$ cat config.mk
export PLATFORM = sky130hd
export DESIGN_NAME = tx_hs_byte_feeder
export DESIGN_NICKNAME = d
export VERILOG_FILES = /design/src/rtl/tx_hs_pkg.sv /design/src/rtl/tx_hs_sync_fifo.sv /design/src/rtl/tx_hs_byte_feeder.sv
export SDC_FILE = /design/constraint.sdc
export NUM_CORES = 1
export LEC_CHECK = 0
export CORE_MARGIN = 4
export CORE_UTILIZATION = 50
export CTS_CLUSTER_SIZE = 12
export DETAILED_ROUTE_END_ITERATION = 16
export PLACE_DENSITY = 0.7
export SETUP_SLACK_MARGIN = 0.1
export SLEW_MARGIN = 20
export SYNTH_ARGS = -nofsm -noshare
export SYNTH_HDL_FRONTEND = slang
export SYNTH_HIERARCHICAL = 1
export SYNTH_SLANG_ARGS = --single-unit
$ cat constraint.sdc
create_clock -name TX_DDR_clk -period 3.18 [get_ports TX_DDR_clk]
set_clock_uncertainty 0.15 [all_clocks]
set_input_delay 0.636 -clock TX_DDR_clk [delete_from_list [all_inputs] [get_ports TX_DDR_clk]]
set_output_delay 0.636 -clock TX_DDR_clk [all_outputs]
set_load 0.01 [all_outputs]
$ cat src/rtl/tx_hs_pkg.sv
// Shared D-PHY HS transmit definitions: HS FSM state codes, SYNC byte, feeder types.
package tx_hs_pkg;

  localparam int unsigned HS_STATE_W = 3;
  localparam int unsigned BYTE_W     = 8;

  typedef enum logic [HS_STATE_W-1:0] {
    HS_STOP  = 3'd0,
    HS_ZERO  = 3'd1,
    HS_SYNC  = 3'd2,
    HS_DATA  = 3'd3,
    HS_TRAIL = 3'd4
  } hs_state_e;

  localparam logic [BYTE_W-1:0] HS_SYNC_BYTE = 8'h1D;

  typedef enum logic [1:0] {
    FD_IDLE   = 2'd0,
    FD_ACTIVE = 2'd1,
    FD_DRAIN  = 2'd2
  } feed_state_e;

  // One buffered byte with its end-of-packet marker.
  typedef struct packed {
    logic              last;
    logic [BYTE_W-1:0] data;
  } fifo_entry_t;

endpackage

$ cat src/rtl/tx_hs_sync_fifo.sv
// Single-clock first-word-fall-through FIFO; head entry is always visible on dout.
module tx_hs_sync_fifo #(
  parameter int unsigned DEPTH = 16,
  parameter int unsigned WIDTH = 9
) (
  input  logic                       clk,
  input  logic                       rst_n,
  input  logic                       push,
  input  logic                       pop,
  input  logic [WIDTH-1:0]           din,
  output logic [WIDTH-1:0]           dout,
  output logic                       full,
  output logic                       empty,
  output logic [$clog2(DEPTH):0]     count
);

  localparam int unsigned AW = $clog2(DEPTH);
  localparam int unsigned CW = AW + 1;

  logic [WIDTH-1:0] mem [DEPTH];
  logic [AW-1:0]    wr_ptr;
  logic [AW-1:0]    rd_ptr;
  logic             push_ok;
  logic             pop_ok;

  assign full    = (count == CW'(DEPTH));
  assign empty   = (count == '0);
  assign push_ok = push & ~full;
  assign pop_ok  = pop & ~empty;
  assign dout    = mem[rd_ptr];

  // Storage array; contents survive reset, only the pointers are cleared.
  always_ff @(posedge clk) begin
    if (push_ok) mem[wr_ptr] <= din;
  end

  // Pointer and occupancy tracking; power-of-two depth lets the pointers wrap naturally.
  always_ff @(posedge clk) begin
    if (!rst_n) begin
      wr_ptr <= '0;
      rd_ptr <= '0;
      count  <= '0;
    end else begin
      if (push_ok) wr_ptr <= wr_ptr + AW'(1);
      if (pop_ok)  rd_ptr <= rd_ptr + AW'(1);
      case ({push_ok, pop_ok})
        2'b10:   count <= count + CW'(1);
        2'b01:   count <= count - CW'(1);
        default: count <= count;
      endcase
    end
  end

endmodule

$ cat src/rtl/tx_hs_byte_feeder.sv
// Packet-aware byte buffer feeding the HS transmit FSM of one D-PHY TX lane.
module tx_hs_byte_feeder
  import tx_hs_pkg::*;
#(
  parameter int unsigned FIFO_DEPTH = 16,
  parameter int unsigned T_LP_GAP   = 2
) (
  input  logic       TX_DDR_clk,
  input  logic       TX_rst_n,
  input  logic [7:0] s_data,
  input  logic       s_valid,
  input  logic       s_last,
  output logic       s_ready,
  input  logic [2:0] TX_HS_STATE,
  input  logic       TX_HS_READY,
  output logic       Enable,
  output logic [7:0] TX_BYTE_DATA,
  output logic       TX_HS_END_DATA,
  output logic       underrun_err,
  output logic       busy
);

  localparam int unsigned CW = $clog2(FIFO_DEPTH) + 1;
  localparam int unsigned GW = $clog2(T_LP_GAP + 2);
  localparam int unsigned EW = $bits(fifo_entry_t);

  feed_state_e   state;
  logic [GW-1:0] gap_cnt;
  logic [CW-1:0] pkt_cnt;
  logic [CW-1:0] fifo_count;
  fifo_entry_t   din;
  fifo_entry_t   head;
  logic          full;
  logic          empty;
  logic          push;
  logic          pop;
  logic          active;
  logic          hs_stop;
  logic          underrun_c;
  logic          pkt_in_c;
  logic          pkt_out_c;

  assign din        = '{last: s_last, data: s_data};
  assign push       = s_valid & ~full;
  assign active     = (state == FD_ACTIVE);
  assign hs_stop    = (TX_HS_STATE == HS_STOP);
  assign pop        = TX_HS_READY & active & ~empty;
  assign underrun_c = TX_HS_READY & active & empty;
  assign pkt_in_c   = push & s_last;
  assign pkt_out_c  = pop & head.last;

  assign s_ready        = ~full;
  assign busy           = (state != FD_IDLE);
  assign Enable         = active | ((state == FD_DRAIN) & ~hs_stop);
  assign TX_BYTE_DATA   = empty ? 8'h00 : head.data;
  assign TX_HS_END_DATA = TX_HS_READY & active & (empty | head.last);

  tx_hs_sync_fifo #(
    .DEPTH (FIFO_DEPTH),
    .WIDTH (EW)
  ) u_fifo (
    .clk   (TX_DDR_clk),
    .rst_n (TX_rst_n),
    .push  (push),
    .pop   (pop),
    .din   (din),
    .dout  (head),
    .full  (full),
    .empty (empty),
    .count (fifo_count)
  );

  // Feeder FSM: start on a whole packet or a full buffer, drain until the HS FSM is back in STOP.
  always_ff @(posedge TX_DDR_clk) begin
    if (!TX_rst_n) begin
      state   <= FD_IDLE;
      gap_cnt <= GW'(T_LP_GAP);
    end else begin
      case (state)
        FD_IDLE: begin
          if (gap_cnt != '0) begin
            gap_cnt <= gap_cnt - GW'(1);
          end else if ((pkt_cnt != '0) || (fifo_count == CW'(FIFO_DEPTH))) begin
            state <= FD_ACTIVE;
          end
        end
        FD_ACTIVE: begin
          if (TX_HS_END_DATA) state <= FD_DRAIN;
        end
        FD_DRAIN: begin
          if (hs_stop) begin
            state   <= FD_IDLE;
            gap_cnt <= GW'(T_LP_GAP);
          end
        end
        default: state <= FD_IDLE;
      endcase
    end
  end

  // Number of complete packets held in the buffer.
  always_ff @(posedge TX_DDR_clk) begin
    if (!TX_rst_n) begin
      pkt_cnt <= '0;
    end else begin
      case ({pkt_in_c, pkt_out_c})
        2'b10:   pkt_cnt <= pkt_cnt + CW'(1);
        2'b01:   pkt_cnt <= pkt_cnt - CW'(1);
        default: pkt_cnt <= pkt_cnt;
      endcase
    end
  end

  // Sticky underrun flag; only reset clears it.
  always_ff @(posedge TX_DDR_clk) begin
    if (!TX_rst_n) begin
      underrun_err <= 1'b0;
    end else if (underrun_c) begin
      underrun_err <= 1'b1;
    end
  end

endmodule

Word level (Yosys, flattened, before mapping) --
Memories as Yosys holds them, arrays and structs flattened. A register that Yosys moved wholly into a read port is not among the register bits. Cells that the tools add are included.
Word-level totals: register bits 23, bits in writable memories 144, input bits 16, output and inout port bits 13, logic and storage cells 69, memories kept 1
Operators by class: add/sub/neg operators 7, eq/ne operators 12, multiplexer cells 15, bitwise gates (word level) 15, reduce and logical (&&, ||, !) cells 12
Memories:
- u_fifo.mem | words 16, bits a word 9, read ports 1, clocked after memory_dff 1, write ports 1, RTL line tx_hs_sync_fifo.sv:20 | logic [WIDTH-1:0] mem [DEPTH];
Operator list (number):
- 5-bit one-hot mux with 2 select lines | 2
- 2-bit two-way mux | 6
- 5-bit by 1-bit adder with 5-bit output, second input constant | 2
- 1-bit AND | 10
- 2-bit != test, second input constant | 5
- 2-bit nonzero test | 5
- 5-bit by 1-bit subtractor with 5-bit output, second input constant | 2
- 4-bit by 1-bit adder with 4-bit output, second input constant | 2
- 4-bit two-way mux | 2
- 8-bit two-way mux | 1
- 2-bit by 1-bit equality test with 1-bit output, second input constant | 3
- 2-bit equality test, second input constant | 3
- 2-bit one-hot mux with 3 select lines | 1
- 5-bit equality test, second input constant | 1
- 5-bit logical NOT | 1
- 5-bit nonzero test | 1
- 2-bit one-hot mux with 2 select lines | 1
- 4-bit AND reduction | 1
- 3-bit logical NOT | 1
- 1-bit NOT | 3
- 3-bit AND reduction | 1
- 2-bit logical NOT | 1
- 1-bit two-way mux | 2
- 1-bit OR | 2
- 2 further kinds | 2

Longest topological paths before layout --
depth after elaboration 6, gate-level depth with buffers 15, mapped depth without buffers 11

Hierarchy --
The synthesis kept the hierarchy.
Modules (own cells, without submodules):
- tx_hs_sync_fifo | instances 1, cells an instance 329, area each 6545.0 sq um, sequential area each 4664.5 sq um
- tx_hs_byte_feeder | instances 1, cells an instance 94, area each 740.7 sq um, sequential area each 200.2 sq um

Worst setup path before layout --
Ideal clock, no wire load.
path kind register to register, from register u_fifo.count[0], to register u_fifo.count[2], arrival 3.195 ns, data required time 2.960 ns, slack -0.235 ns, cell stages (with the launch flop) 15, path through dfxtp_1 or4_1 buf_2 nor2_1 clkbuf_1 nor2_1 o21ai_2 inv_1 ha_1 clkbuf_1 xor2_1 ha_1 o21a_1 or4_1 a21oi_1
On the way: longest elaborated chain between the ends 6
Ends and longest elaborated chain:
- from (decl) | RTL line tx_hs_sync_fifo.sv:14 | output logic [$clog2(DEPTH):0] count
- from (signal assigned) | RTL line tx_hs_sync_fifo.sv:47 | 2'b10: count <= count + CW'(1);
- from (signal assigned) | RTL line tx_hs_sync_fifo.sv:48 | 2'b01: count <= count - CW'(1);
- from (signal assigned) | RTL line tx_hs_sync_fifo.sv:49 | default: count <= count;
- 5-bit logical NOT (*) | RTL line tx_hs_sync_fifo.sv:27 | assign empty = (count == '0);
- net empty | RTL line tx_hs_byte_feeder.sv:34 | logic empty;
- 1-bit NOT (*) | RTL line tx_hs_byte_feeder.sv:47 | assign pop = TX_HS_READY & active & ~empty;
- 1-bit AND (*) | RTL line tx_hs_byte_feeder.sv:47
- net pop | RTL line tx_hs_byte_feeder.sv:36 | logic pop;
- 1-bit AND (*) | RTL line tx_hs_sync_fifo.sv:29 | assign pop_ok = pop & ~empty;
- net u_fifo.pop_ok | RTL line tx_hs_sync_fifo.sv:24 | logic pop_ok;
- 2-bit by 1-bit equality test with 1-bit output / 2-bit equality test (equally long branches) | RTL line tx_hs_sync_fifo.sv:46 | case ({push_ok, pop_ok})
- 5-bit one-hot mux with 2 select lines / 2-bit nonzero test (equally long branches)
Mark *: on every way through the listed nets, which the timed path passes. The rest lies on a longest branch. A chain may end at the register's enable or synchronous reset.

==> impl_metrics.yaml <==
power_and_ir_drop:
  peakVddDrop_mv: 0.4050
  power.density_cell_area_mw_per_mm2: 569.5
  p_total_uw: 4965
  p_leak_uw: 0.002984
logic_synthesis:
  async_flop_share: 0
  synthMuxAreaShare: 0.1554
  synth_xor_area_frac: 0.01322
  yosysWarnings: 6
  synth_top_area_frac: 0.5935
  ys_ff_latch: 171
  yosys.area.top_type: "edfxtp_1"
  synth_top_family_by_area: "multiplexers"
  synth.distinct_cells: 49
  syn_nets: 452
  syn_inst: 423
  synth_area_leaders: "edfxtp_1, mux4_1, dfxtp_1, mux4_2, ha_1"
  syn_area_mm2: 0.007286
  synthAdderAreaFrac: 0.02233
  synth_edf_count: 144
  syn-mean-instance-area_um2: 17.22
  synthSimpleGateAreaFrac: 0.07178
  synth_compound_area_frac: 0.04190
  ys.flop_type: "edfxtp_1"
  yosysSeqAreaShare: 0.6677
global_routing:
  grtUsageTotal: 0.1882
  grt_pass1_vias: 4057
  grt_max_degree: 37
  grt.overflow.total: 0
  antenna_found_initial: 0
  grt_pass1_wl_mm: 22.99
floorplan:
  initial_core_util: 0.5169
  rows: 43
  die_y_um: 128.7
  design.die.area_mm2: 0.01657
  core-area_mm2: 0.01410
  ios: 29
  fp.dieW_um: 128.7
clock_tree:
  h-tree-depth: 4
  cts_hold_buf: 0
  clk_latency_ns: 0.42
  clock_path_buffers: 2
  cts_tree: "done"
  clkTransAtPathRegs_ns: 0.07
  clock-sinks: 171
  cts-root-buf: "clkbuf_16"
  numCtsBuffers: 17
route:
  dr_wl_met3_um: 871
  vias_per_cell: 5.826
  vias: 4026
  met1_length_mm: 6.525
  avgRoutedWirePerCell_um: 21.25
  top_layer_used: "met4"
  drtIter0Drc: 407
  drc: 0
  wl_met2_mm: 7.089
  drt_wl_total_mm: 14.69
  ant_nets: 0
  drtPass1Iterations: 5
cells_and_area:
  num_antenna_cells: 0
  nets: 527
  final_core_util: 0.6184
  syn2layout_area_growth_pct: 19.65
  layout-drive-gt1-share: 0.2955
worst_setup_path:
  cp_top_family: "multiplexers"
  worstPathArrival_ns: 2.48
  path_buf_inv: 4
  cpPeakStageDelay_ns: 0.55
  reg2reg_slack_ns: -0.01
  cpMaxStageDelayCell: "mux4_2"
  cp_num_cells: 7
  cp-start-kind: "register"
  r2r-end: "pkt_cnt[4]"
  timing.reg2reg.worst_path_depth: 12
  end_kind: "output port"
  crit_type: "reg2out"
  critical_path_required_ns: 2.39
  crit_fanout: 5
  crit_chain: "buf_4 -> buf_12 -> buf_12 -> mux4_2 -> mux4_2 -> nor2b_1 -> buf_2"
sta:
  period_minus_slack_ns: 3.266
  hold_slack_ns: 0.3224
  rsz0062_at_grt: "yes"
  hold_viol_final: 0
  fin_crit_sh: 1.027
  max_slew_margin: 0.6130
  drv_slew: 0
  worstMarginPinSlew_ns: 0.5787
  report.final.setup_viol: 8
  fin_ws_ns: -0.08563
  fmax_mhz: 306.2
hold_path:
  holdPathEnd: "pkt_cnt[4]"
  hp-class: "reg2reg"
  holdPathStages: 2
  hp-start: "pkt_cnt[4]"
place:
  gp_congestion: 0.8359
  portBuffers: 28
  hpwl_mm: 9.102
flow_run:
  maxCapViolations: 0
outcome:
  violations: "negative setup slack"
  status: "complete, but fails checks"
cell usage in the layout, fill, tap and decap left out, types with 5 or more instances in the layout:
cell and n:
o21a_1 5, edfxtp_1 144, clkbuf_16 17, buf_12 6, xor2_1 9, a21oi_1 8
ha_1 10, inv_1 10, clkdlybuf4s50_1 19, nand3_1 5, mux4_2 39, dfxtp_1 26
mux4_1 6, nor3_1 10, buf_2 9, nor2b_1 15, nor2_1 27, buf_4 42
nand2_1 14
repair_timing:
item | in CTS | in global routing
gates resized for setup | 61 | 5
pin swaps | 1 | 2
buffers inserted | 8 | 6
gates cloned | 2 | 0
setup endpoints to repair | 11 | 14
endpoints found under the hold margin | 0 | 0
where the power goes:
part	internal, uW	switching [uW]	total, uW
logic	162	185	347
clock network	1260	862	2120
registers	2470	25.4	2500
synthesized netlist by cell type (all sizes together) (4+ instances only):
cell type and number:
nand3 5, a21oi 9, mux4 45, nand2 14
xor2 9, o211ai 6, nor3 10, o21ai 5
o31ai 4, dfxtp 27, ha 13, clkbuf 10
o21a 6, and2 4, nor2 30, inv 10
mux2i 4, buf 15, nor2b 15, nand2b 4
edfxtp 144
cells by family after synthesis:
logic type,after synthesis
flops,171
simple gates,100
mux,49
compound gates,43
buf+inv,36
fa+ha+maj,13
xor+xnor,11
worst register-to-register path: cells and delay by family (launching register included):
kind / cells / cell delay [ns]
compound gates: 3 / 0.41
fa+ha+maj: 2 / 0.50
buf+inv: 3 / 0.36
flops: 1 / 0.38
mux: 3 / 1.11
simple gates: 1 / 0.17
worst max-delay path by stage:
stage / startpoint / to
final: register / TX_BYTE_DATA[7]
after global placement: register / pkt_cnt[2]
after CTS: register / TX_BYTE_DATA[0]
after global routing: register / TX_BYTE_DATA[7]
after floorplan: register / pkt_cnt[2]
after detailed placement: register / pkt_cnt[2]
metrics by stage:
stage	instance area (um2)	TNS [ns]	setup WS, ns	instances
2_1_floorplan	7342	0	0.04683	423
3_3_place_gp	7955	0	0.07709	643
3_5_place_dp	7955	0	0.02820	643
4_1_cts	8640	-0.05504	-0.01943	685
5_1_grt	8717	-1.209	-0.1550	691
6_report	8717	-0.4078	-0.08563	691
sequential cells by signal, indices dropped and copies added (netlist names), named ones only:
| register | flops |
|---|---|
| state | 2 |
| u_fifo/mem | 144 |
| u_fifo/wr_ptr | 4 |
| pkt_cnt | 5 |
| underrun_err | 1 |
| u_fifo/rd_ptr | 4 |
| gap_cnt | 2 |
| u_fifo/count | 5 |
final cells by class:
cell class,instances,area [um2]
Clock buffer,18,429.2
Timing Repair Buffer,81,759.5
Inverter,11,42.54
Multi-Input combinational cell,216,2208
Clock inverter,14,183.9
Tap cell,180,225.2
Fill cell,1017,5379
Sequential cell,171,4868
layer usage:
metal  up-vias  track usage
li1       1810            -
met1      2059       0.2801
met2       141       0.2835
met3        16      0.03445
met4         0      0.06424
met5         -            0
No activity file was read; power rests on OpenSTA's default activity.
